<file path="src/rtl/fifo_uart_tx.sv">
// UART transmitter fed from a synchronous FIFO with one-cycle registered read latency.
// Frame: start bit, WIDTH data bits LSB-first, optional parity, STOP_BITS stop bits.
module fifo_uart_tx #(
  parameter int unsigned WIDTH        = 8,
  parameter int unsigned CLKS_PER_BIT = 16,
  parameter int unsigned STOP_BITS    = 1,
  parameter int unsigned PARITY_EN    = 0,
  parameter int unsigned PARITY_ODD   = 0
) (
  input  logic             clk,
  input  logic             rst,
  input  logic             tx_en,
  input  logic             fifo_empty,
  output logic             fifo_r_en,
  input  logic [WIDTH-1:0] fifo_r_data,
  output logic             tx,
  output logic             busy
);

  localparam int unsigned BAUD_W = $clog2(CLKS_PER_BIT);
  localparam int unsigned BIT_W  = $clog2(WIDTH + 1);

  localparam logic [BAUD_W-1:0] BAUD_LAST = BAUD_W'(CLKS_PER_BIT - 1);
  localparam logic [BIT_W-1:0]  DATA_LAST = BIT_W'(WIDTH - 1);
  localparam logic [BIT_W-1:0]  STOP_LAST = BIT_W'(STOP_BITS - 1);
  localparam logic              PAR_ODD   = 1'(PARITY_ODD);

  typedef enum logic [2:0] {
    IDLE,
    FETCH,
    START,
    DATA,
    PARITY,
    STOP
  } state_e;

  state_e             state_q;
  logic [WIDTH-1:0]   shift_q;
  logic [BIT_W-1:0]   bit_q;
  logic [BAUD_W-1:0]  baud_q;
  logic               par_q;
  logic               tx_q;
  logic               baud_end;

  assign baud_end  = (baud_q == BAUD_LAST);
  assign fifo_r_en = (state_q == IDLE) && tx_en && !fifo_empty && !rst;
  assign tx        = tx_q;
  assign busy      = (state_q != IDLE);

  always_ff @(posedge clk) begin
    if (rst) begin
      state_q <= IDLE;
      tx_q    <= 1'b1;
      shift_q <= '0;
      bit_q   <= '0;
      baud_q  <= '0;
      par_q   <= 1'b0;
    end else begin
      unique case (state_q)
        IDLE: begin
          tx_q <= 1'b1;
          if (fifo_r_en) state_q <= FETCH;
        end
        FETCH: begin
          // Read data arrives one cycle after the pop, so capture it here.
          shift_q <= fifo_r_data;
          par_q   <= (^fifo_r_data) ^ PAR_ODD;
          tx_q    <= 1'b0;
          baud_q  <= '0;
          state_q <= START;
        end
        START: begin
          if (baud_end) begin
            tx_q    <= shift_q[0];
            shift_q <= shift_q >> 1;
            bit_q   <= '0;
            state_q <= DATA;
          end
        end
        DATA: begin
          if (baud_end) begin
            if (bit_q == DATA_LAST) begin
              bit_q <= '0;
              if (PARITY_EN != 0) begin
                tx_q    <= par_q;
                state_q <= PARITY;
              end else begin
                tx_q    <= 1'b1;
                state_q <= STOP;
              end
            end else begin
              tx_q    <= shift_q[0];
              shift_q <= shift_q >> 1;
              bit_q   <= bit_q + 1'b1;
            end
          end
        end
        PARITY: begin
          if (baud_end) begin
            tx_q    <= 1'b1;
            bit_q   <= '0;
            state_q <= STOP;
          end
        end
        STOP: begin
          // bit_q is reused to count stop bits.
          if (baud_end) begin
            if (bit_q == STOP_LAST) state_q <= IDLE;
            else                    bit_q   <= bit_q + 1'b1;
          end
        end
        default: state_q <= IDLE;
      endcase

      if (state_q inside {START, DATA, PARITY, STOP})
        baud_q <= baud_end ? '0 : baud_q + 1'b1;
    end
  end

endmodule

</file>
<file path="config.mk">
export PLATFORM = sky130hd
export DESIGN_NAME = fifo_uart_tx
export DESIGN_NICKNAME = d
export VERILOG_FILES = /design/src/rtl/fifo_uart_tx.sv
export SDC_FILE = /design/constraint.sdc
export NUM_CORES = 1
export LEC_CHECK = 0
export ABC_AREA = 1
export BUFFER_PORTS_ARGS = -buffer_cell sky130_fd_sc_hd__buf_2
export CAP_MARGIN = 40
export CORE_ASPECT_RATIO = 1.5
export CORE_MARGIN = 2
export CORE_UTILIZATION = 55
export DETAILED_ROUTE_END_ITERATION = 8
export PLACE_DENSITY = 0.84
export SYNTH_ARGS = -nofsm -noshare
export SYNTH_HDL_FRONTEND = slang
export SYNTH_SLANG_ARGS = --single-unit
</file>
<file path="constraint.sdc">
create_clock -name clk -period 2.86 [get_ports clk]
set_clock_uncertainty 0.2 [all_clocks]
set_input_delay 0.572 -clock clk [delete_from_list [all_inputs] [get_ports clk]]
set_output_delay 0.572 -clock clk [all_outputs]
set_load 0.05 [all_outputs]
</file>
# ---- Yosys cells after proc, flatten, opt, wreduce, memory -nomap -nowiden
# Index checks and enable logic that the tools add are counted.
dict set report op_classes {
  n_addsub 2
  n_eq_ne 17
  n_reduce_logical 18
  mul 0
  shifts 0
  n_mux 26
  n_lt_le_gt_ge 0
  div 0
  n_bitwise 0
}
# operator count
set op_table {}
lappend op_table {{4-bit 2-to-1 mux} 8}
lappend op_table {{8-bit 2-to-1 mux} 3}
lappend op_table {{8-bit one-hot mux with 3 select lines} 1}
lappend op_table {{3-bit 2-to-1 mux} 7}
lappend op_table {{2-bit inequality test (second input constant)} 9}
lappend op_table {{3-bit one-hot mux with 6 select lines} 1}
lappend op_table {{4-bit one-hot mux with 3 select lines} 1}
lappend op_table {{3-bit nonzero test} 3}
lappend op_table {{4-bit by 1-bit adder with 4-bit output (second input constant)} 2}
lappend op_table {{4-bit AND reduction} 2}
lappend op_table {{7-bit AND reduction} 1}
lappend op_table {{3-bit by 2-bit equality test with 1-bit output (second input constant)} 2}
lappend op_table {{3-bit equality test (second input constant)} 2}
lappend op_table {{1-bit one-hot mux with 5 select lines} 1}
lappend op_table {{5-bit AND reduction} 1}
lappend op_table {{5-bit nonzero test} 1}
lappend op_table {{4-bit by 3-bit equality test with 1-bit output (second input constant)} 1}
lappend op_table {{4-bit equality test (second input constant)} 1}
lappend op_table {{4-bit zero test} 1}
lappend op_table {{1-bit 2-to-1 mux} 4}
lappend op_table {{4-bit nonzero test} 1}
lappend op_table {{3-bit by 1-bit equality test with 1-bit output (second input constant)} 1}
lappend op_table {{1-bit logical AND} 3}
lappend op_table {{3-bit zero test} 1}
lappend op_table {{other kinds (4)} 5}
dict set report totals {
  mem_bits_rw 0
  register_bits 20
  rom_bits 0
  memories 0
  latchBits 0
  word_cells 68
}

# ---- Depth between registers and ports, before layout
# Gate-level depths: netlist of run 1.
dict set report depth {
  depth_word 6
  ltp_mapped 12
}

# ---- Worst setup path before layout of run 1
# No wires, ideal clock.
dict set report synth_timing {
  kind {flip-flop to output port}
  startpoint {reg state_q[1]}
  endpoint {out fifo_r_en}
  n_path_buf 0
  slack_ps 489
  path_stages_with_launch 6
  required_time_ps 2088
  t_arrival_ps 1599
  path_cell_list {dfxtp_1 inv_2 nand2_1 nor2_1 inv_1 nor2_1}
}
dict set report synth_between {
  elab_chain_len 4
}
# item line_no
set synth_rtl {}
lappend synth_rtl {{from (decl)} 37} ;# state_e state_q;
lappend synth_rtl {{from (signal assigned)} 52} ;# state_q <= IDLE;
lappend synth_rtl {{from (signal assigned)} 62} ;# if (fifo_r_en) state_q <= FETCH;
lappend synth_rtl {{from (signal assigned)} 70} ;# state_q <= START;
lappend synth_rtl {{3-bit zero test} 46} ;# assign fifo_r_en = (state_q == IDLE) && tx_en && !fifo_empty && !rst;
lappend synth_rtl {{1-bit logical AND (3 in a row)} 46}
lappend synth_rtl {{to (decl)} 14} ;# output logic fifo_r_en,
# No other way between the ends.

# ---- Worst setup path after layout of run 1
# Ends and elaborated chain as after synthesis.

==> flow_summary.toml, run 1 <==
[outcome]
status = "finished clean"

[worst_setup_path]
cpLargestDelayFamily = "buffers and inverters"
crit_buf_inv = 3
path_cells = "inv_2, nand2_1, nor2_1, inv_1, nor2_1, buf_2"
path_common_cell = "nor2_1"
worstSetupEndpointType = "output port"
start_kind = "flop"
crit_type = "flop to output port"
critPathSlowestCell = "dfxtp_1"
required_ps = 2090
cp_data_arrival_time_ps = 1450
crit_fanout = 8
crit_path_max_incr_delay_ps = 370

[clock_tree]
clk_path_buf_depth = 2
cts_resized = 0
clk_pin_slew_ps = 120
numCtsBuffers = 3
h-tree-depth = 1
cts_hold_buf = 0
cts_sinks = 20
cts_tree = "done"
clk_latency_ps = 320
root_buffer = "clkbuf_4"
cts_setup_buffers = 0

[floorplan]
row_count = 21
die_area_mm2 = 0.00272
start_util_pct = 57.7
die-width_um = 43.3
ioPinCount = 15
coreArea_mm2 = 0.00221
die_h_um = 62.9

[routing]
dr.pass1.iters = 4
drt_iter0_drc = 32
ant_nets = 0
drc = 0
via_per_inst = 4.85
wirelength_mm = 2.32
wl_per_cell_um = 9.67
num_vias = 1165

[final_layout]
mostFrequentLayoutCells = "nand2_1, nor2_1, inv_1"
n_antenna_cell = 0
post-route-util_pct = 63.8
final_layout_size_suffix_gt1_share_pct = 15.7
nets = 235
fill_cells = 221
final_common_cell = "nand2_1"
area_growth_pct = 10.6

[sta]
max_slew_margin_pct = 69.3
tightest_slew_ps = 461
finalSetupTns_ps = 0
setup_viol = 0
hold_viol = 0
grt_setup_unrepaired = "false"
finalCritPeriodShare_pct = 77.7
period_minus_slack_ps = 2220
fmax_ghz = 0.450
maxSlewViolCount = 0

[hold_path]
min_path_type = "input port to flop"

[global_routing]
grt_first_pass_wirelength_mm = 4.24
use_met2_pct = 34.5
grt_pass1_vias = 1101
antenna_found_initial = 0
grt_util_met3_pct = 2.60
gr-max-usage-layer = "met2"
grtUsageMet1_pct = 22.2
grt-ovfl-total = 0
grt_max_degree = 15
track_usage_pct = 20.3

[power]
finalPower_mw = 1.77
ir_worst_vdd_mv = 0.670
p_leak_nw = 0.723
cellPowerDensity_mw_per_mm2 = 1250

[flow_run]
drv_cap = 0

[synth]
synth_top_area_share_pct = 31.5
netlist_top_cells_area = "dfxtp_1, nand2_1, nor2_1, inv_1, mux2i_1"
syn-mean-instance-area_um2 = 6.30
synth_cells = 202
synth.distinct_cells = 24
synth_top_area_cell = "dfxtp_1"
ys_warn_count = 0
ys_seq_area_share_pct = 31.5
ys_ff_latch = 20
synth_area_mm2 = 0.00127
syn_nets = 219

[placement]
dp_hpwl_mm = 1.80
place_congestion = 0.790
portBuffers = 14
## stage by stage
step                area, um^2  cells  setup slack, ps  hold slack [ps]
detailed placement        1360    236              865              280
global route              1410    240              461              291
floorplan                 1270    202              489              250
global placement          1360    236              874              272
finish                    1410    240              638              289
CTS                       1410    240              610              279
## layer usage
metal  up-vias  wire [um]
li1        645          -
met1       497        998
met2        18       1190
met3         5         63
met4         0         65
met5         -          0
## path summary, 6_finish.rpt
path,from,to,slack [ps],depth (start not counted)
worst max-delay path,state_q[1]$_SDFFE_PP0P_,fifo_r_en,640,6
worst min-delay path,rst,baud_q[2]$_SDFFE_PP0P_,290,2
worst max register to register,state_q[2]$_SDFFE_PP0P_,shift_q[7]$_SDFFE_PP0P_,940,11
worst min register to register,baud_q[1]$_SDFFE_PP0P_,baud_q[1]$_SDFFE_PP0P_,290,2
## worst reg2reg max path, cell delays in order (launching register included)
cell and delay, ps:
dfxtp_1 500, inv_2 140, ha_1 200, buf_4 170, inv_1 90, nand2_1 70, nand2_2 90, inv_1 60
nand2_2 140, nand2_1 70, nand2_1 70, nor2_1 40
## registers in the layout (all words and copies together) (netlist names)
name	count
tx	1
state_q	3
shift_q	8
baud_q	4
bit_q	4
## where the power goes
group          internal [mW]  switching, mW
Clock                  0.142         0.0911
Sequential             0.383         0.0856
Combinational          0.367          0.698
Total                  0.891          0.875
## cell type report
| cell class | count | area [um^2] | share of cell area (%) |
|---|---|---|---|
| Inverter | 29 | 109 | 7.73 |
| Tap cell | 23 | 28.8 | 2.04 |
| Clock inverter | 1 | 30.0 | 2.13 |
| Clock buffer | 3 | 22.5 | 1.60 |
| Multi-Input combinational cell | 149 | 739 | 52.5 |
| Sequential cell | 20 | 400 | 28.4 |
| Timing Repair Buffer | 15 | 77.6 | 5.51 |
## synth_stat cells
cell type,instances
o21ai_0,4
nand2_2,4
mux2i_1,7
inv_2,4
a21boi_0,1
buf_6,1
buf_2,1
nand2_1,65
clkbuf_1,2
o211ai_1,1
nand3_2,2
xor2_1,1
nor2_4,2
a22oi_1,1
xnor2_1,1
ha_1,5
nand3_1,9
nor2_1,36
or2_1,1
inv_1,25
or2_2,2
nor2_2,1
a21oi_1,6
dfxtp_1,20
## logic make-up after synthesis
family	count (synthesis)	share of synthesized area [%]
DFF	20	31.5
AOI/OAI and AO/OA	13	5.70
adders and majority gates	5	4.92
and+or+nand+nor	122	40.6
buffers and inverters	33	10.4
xor gates and xnor gates	2	1.38
muxes	7	5.51
Note: power is estimated with default switching activity, not from simulation.
==> run 2: changes to the inputs <==
==> constraint.sdc (replaced) <==
create_clock -name clk -period 2.05 [get_ports clk]
set_clock_uncertainty 0.2 [all_clocks]
set_input_delay 0.41 -clock clk [delete_from_list [all_inputs] [get_ports clk]]
set_output_delay 0.41 -clock clk [all_outputs]
set_load 0.05 [all_outputs]
==> run 2 against run 1 <==
Net effect: power is 41% higher; largest power group unchanged; die area stayed put; combinational power is 41% higher; critical endpoint unchanged; hold slack worse by 160 ps.
==> flow_summary.toml, run 2 (same netlist as run 1, synthesis figures left out) <==
[power]
cellPowerDensity_mw_per_mm2 = 1740
p_seq_share_pct = 26.4
power_frac_clock_pct = 13.3
finalPower_mw = 2.50
switching_share_pct = 48.9
p_int_mw = 1.28
ir_worst_vdd_mv = 0.992
p_switching_mw = 1.22
p_leak_nw = 0.729
comb_power_share_pct = 60.3

[worst_setup_path]
start_kind = "flop"
cp_data_arrival_time_ps = 1310
required_ps = 1440
r2r_cells = 6
worstSetupEndpointType = "output port"
crit_type = "flop to output port"
crit_fanout = 6

[sta]
max_slew_margin_pct = 71.8
timing.hold.ws_ps = 133
finalSetupTns_ps = 0
grt_setup_unrepaired = "false"
maxSlewViolCount = 0
finalCritPeriodShare_pct = 93.8
hold_viol = 0
fmax_ghz = 0.520
setup_viol = 0
tightest_slew_ps = 422
period_minus_slack_ps = 1920

[clock_tree]
clk_path_buf_depth = 2
h-tree-depth = 1
root_buffer = "clkbuf_4"
clk_latency_ps = 320
numCtsBuffers = 3
cts_tree = "done"
cts_hold_buf = 0
clk_pin_slew_ps = 120
cts_sinks = 20

[routing]
ant_nets = 0
drt_iter0_drc = 26
via_per_inst = 4.87
dr.pass1.iters = 4
wirelength_mm = 2.34
drc = 0
num_vias = 1174
wl_per_cell_um = 9.69

[flow_run]
drv_cap = 0

[placement]
dp_hpwl_mm = 1.79
portBuffers = 14
place_congestion = 0.882

[hold_path]
min_path_type = "input port to flop"
hold_depth = 2

[floorplan]
die_area_mm2 = 0.00272
die_h_um = 62.9
start_util_pct = 57.7
die-width_um = 43.3
row_count = 21
coreArea_mm2 = 0.00221
ioPinCount = 15

[outcome]
status = "finished clean"

[final_layout]
top_regs = "shift_q: 8 flops, baud_q: 4 flops, bit_q: 4 flops"
mostFrequentLayoutCells = "nand2_1, nor2_1, inv_1"
n_antenna_cell = 0
nets = 236
largest_reg_flops = 8
largest-register = "shift_q"
area_growth_pct = 12.5
regArea_um2 = 403
final_common_cell = "nand2_1"
fill_cells = 219
final_layout_size_suffix_gt1_share_pct = 18.3
multiInputGateArea_um2 = 744

[global_routing]
grt_pass1_vias = 1088
antenna_found_initial = 0
track_usage_pct = 20.2
grt_max_degree = 15
grt_first_pass_wirelength_mm = 4.20
grt-ovfl-total = 0
## run 2: cell count changes in the layout (fill, tap and decap cells not counted)
cell      change
dfxtp_2       +2
inv_1         -1
nor2_1        -2
buf_6         +1
nor2_2        +2
buf_2         -2
inv_2         +1
clkbuf_4      +1
dfxtp_1       -2
buf_4         +1
## run 2: path summary, 6_finish.rpt
check / startpoint / end / slack, ps
min: rst / bit_q[0]$_SDFFE_PP0P_ / 130
max reg2reg: state_q[2]$_SDFFE_PP0P_ / baud_q[3]$_SDFFE_PP0P_ / 250
min reg2reg: baud_q[0]$_SDFFE_PP0P_ / baud_q[0]$_SDFFE_PP0P_ / 300
max: state_q[0]$_SDFFE_PP0P_ / fifo_r_en / 130
## run 2: area by class of cell
type	count	area share, %
Tap cell	23	2.01
Inverter	29	7.60
Clock buffer	3	1.57
Clock inverter	1	2.10
Multi-Input combinational cell	149	52.0
Sequential cell	20	28.1
Timing Repair Buffer	16	6.56
## run 2: layer usage
| metal | track usage, % | vias to the layer above | share of wire [%] |
|---|---|---|---|
| met2 | 35.4 | 28 | 52 |
| li1 | - | 642 | - |
| met4 | 11.4 | 0 | 2.6 |
| met3 | 3.76 | 5 | 4.8 |
| met1 | 21.5 | 499 | 40 |
| met5 | 0 | - | 0 |
## run 2: stage by stage
step / instance area (um^2) / setup slack, ps / util (%) / std cells
after detailed placement: 1360 / 303 / 61.5 / 236
final: 1430 / 128 / 64.9 / 241
after floorplan: 1270 / 67.2 / - / 202
after global routing: 1430 / 6.47 / 64.9 / 241
after global placement: 1360 / 332 / 61.5 / 236
after CTS: 1420 / 6.62 / 64.2 / 240
## run 2: repair_timing
action                                  in CTS  in global routing
endpoints found under the setup margin       1                  2
cloned                                       0                  0
resized for setup                            2                  5
endpoints found under the hold margin        0                  0
buffers inserted                             0                  1
## run 2: power groups by stage
stage / combinational, mW / clock (mW) / sequential (mW)
after floorplan: 1.24 / 0 / 0.655
after global placement: 1.47 / 0 / 0.657
after detailed placement: 1.48 / 0 / 0.663
after CTS: 1.49 / 0.338 / 0.653
after global routing: 1.76 / 0.350 / 0.684
final: 1.51 / 0.332 / 0.659
## run 2: critical path: stages, from the launching register on
cell and delay (ps):
dfxtp_2 370, inv_2 80, nand2_1 110, nor2_2 120
inv_1 70, nor2_2 90, buf_6 160
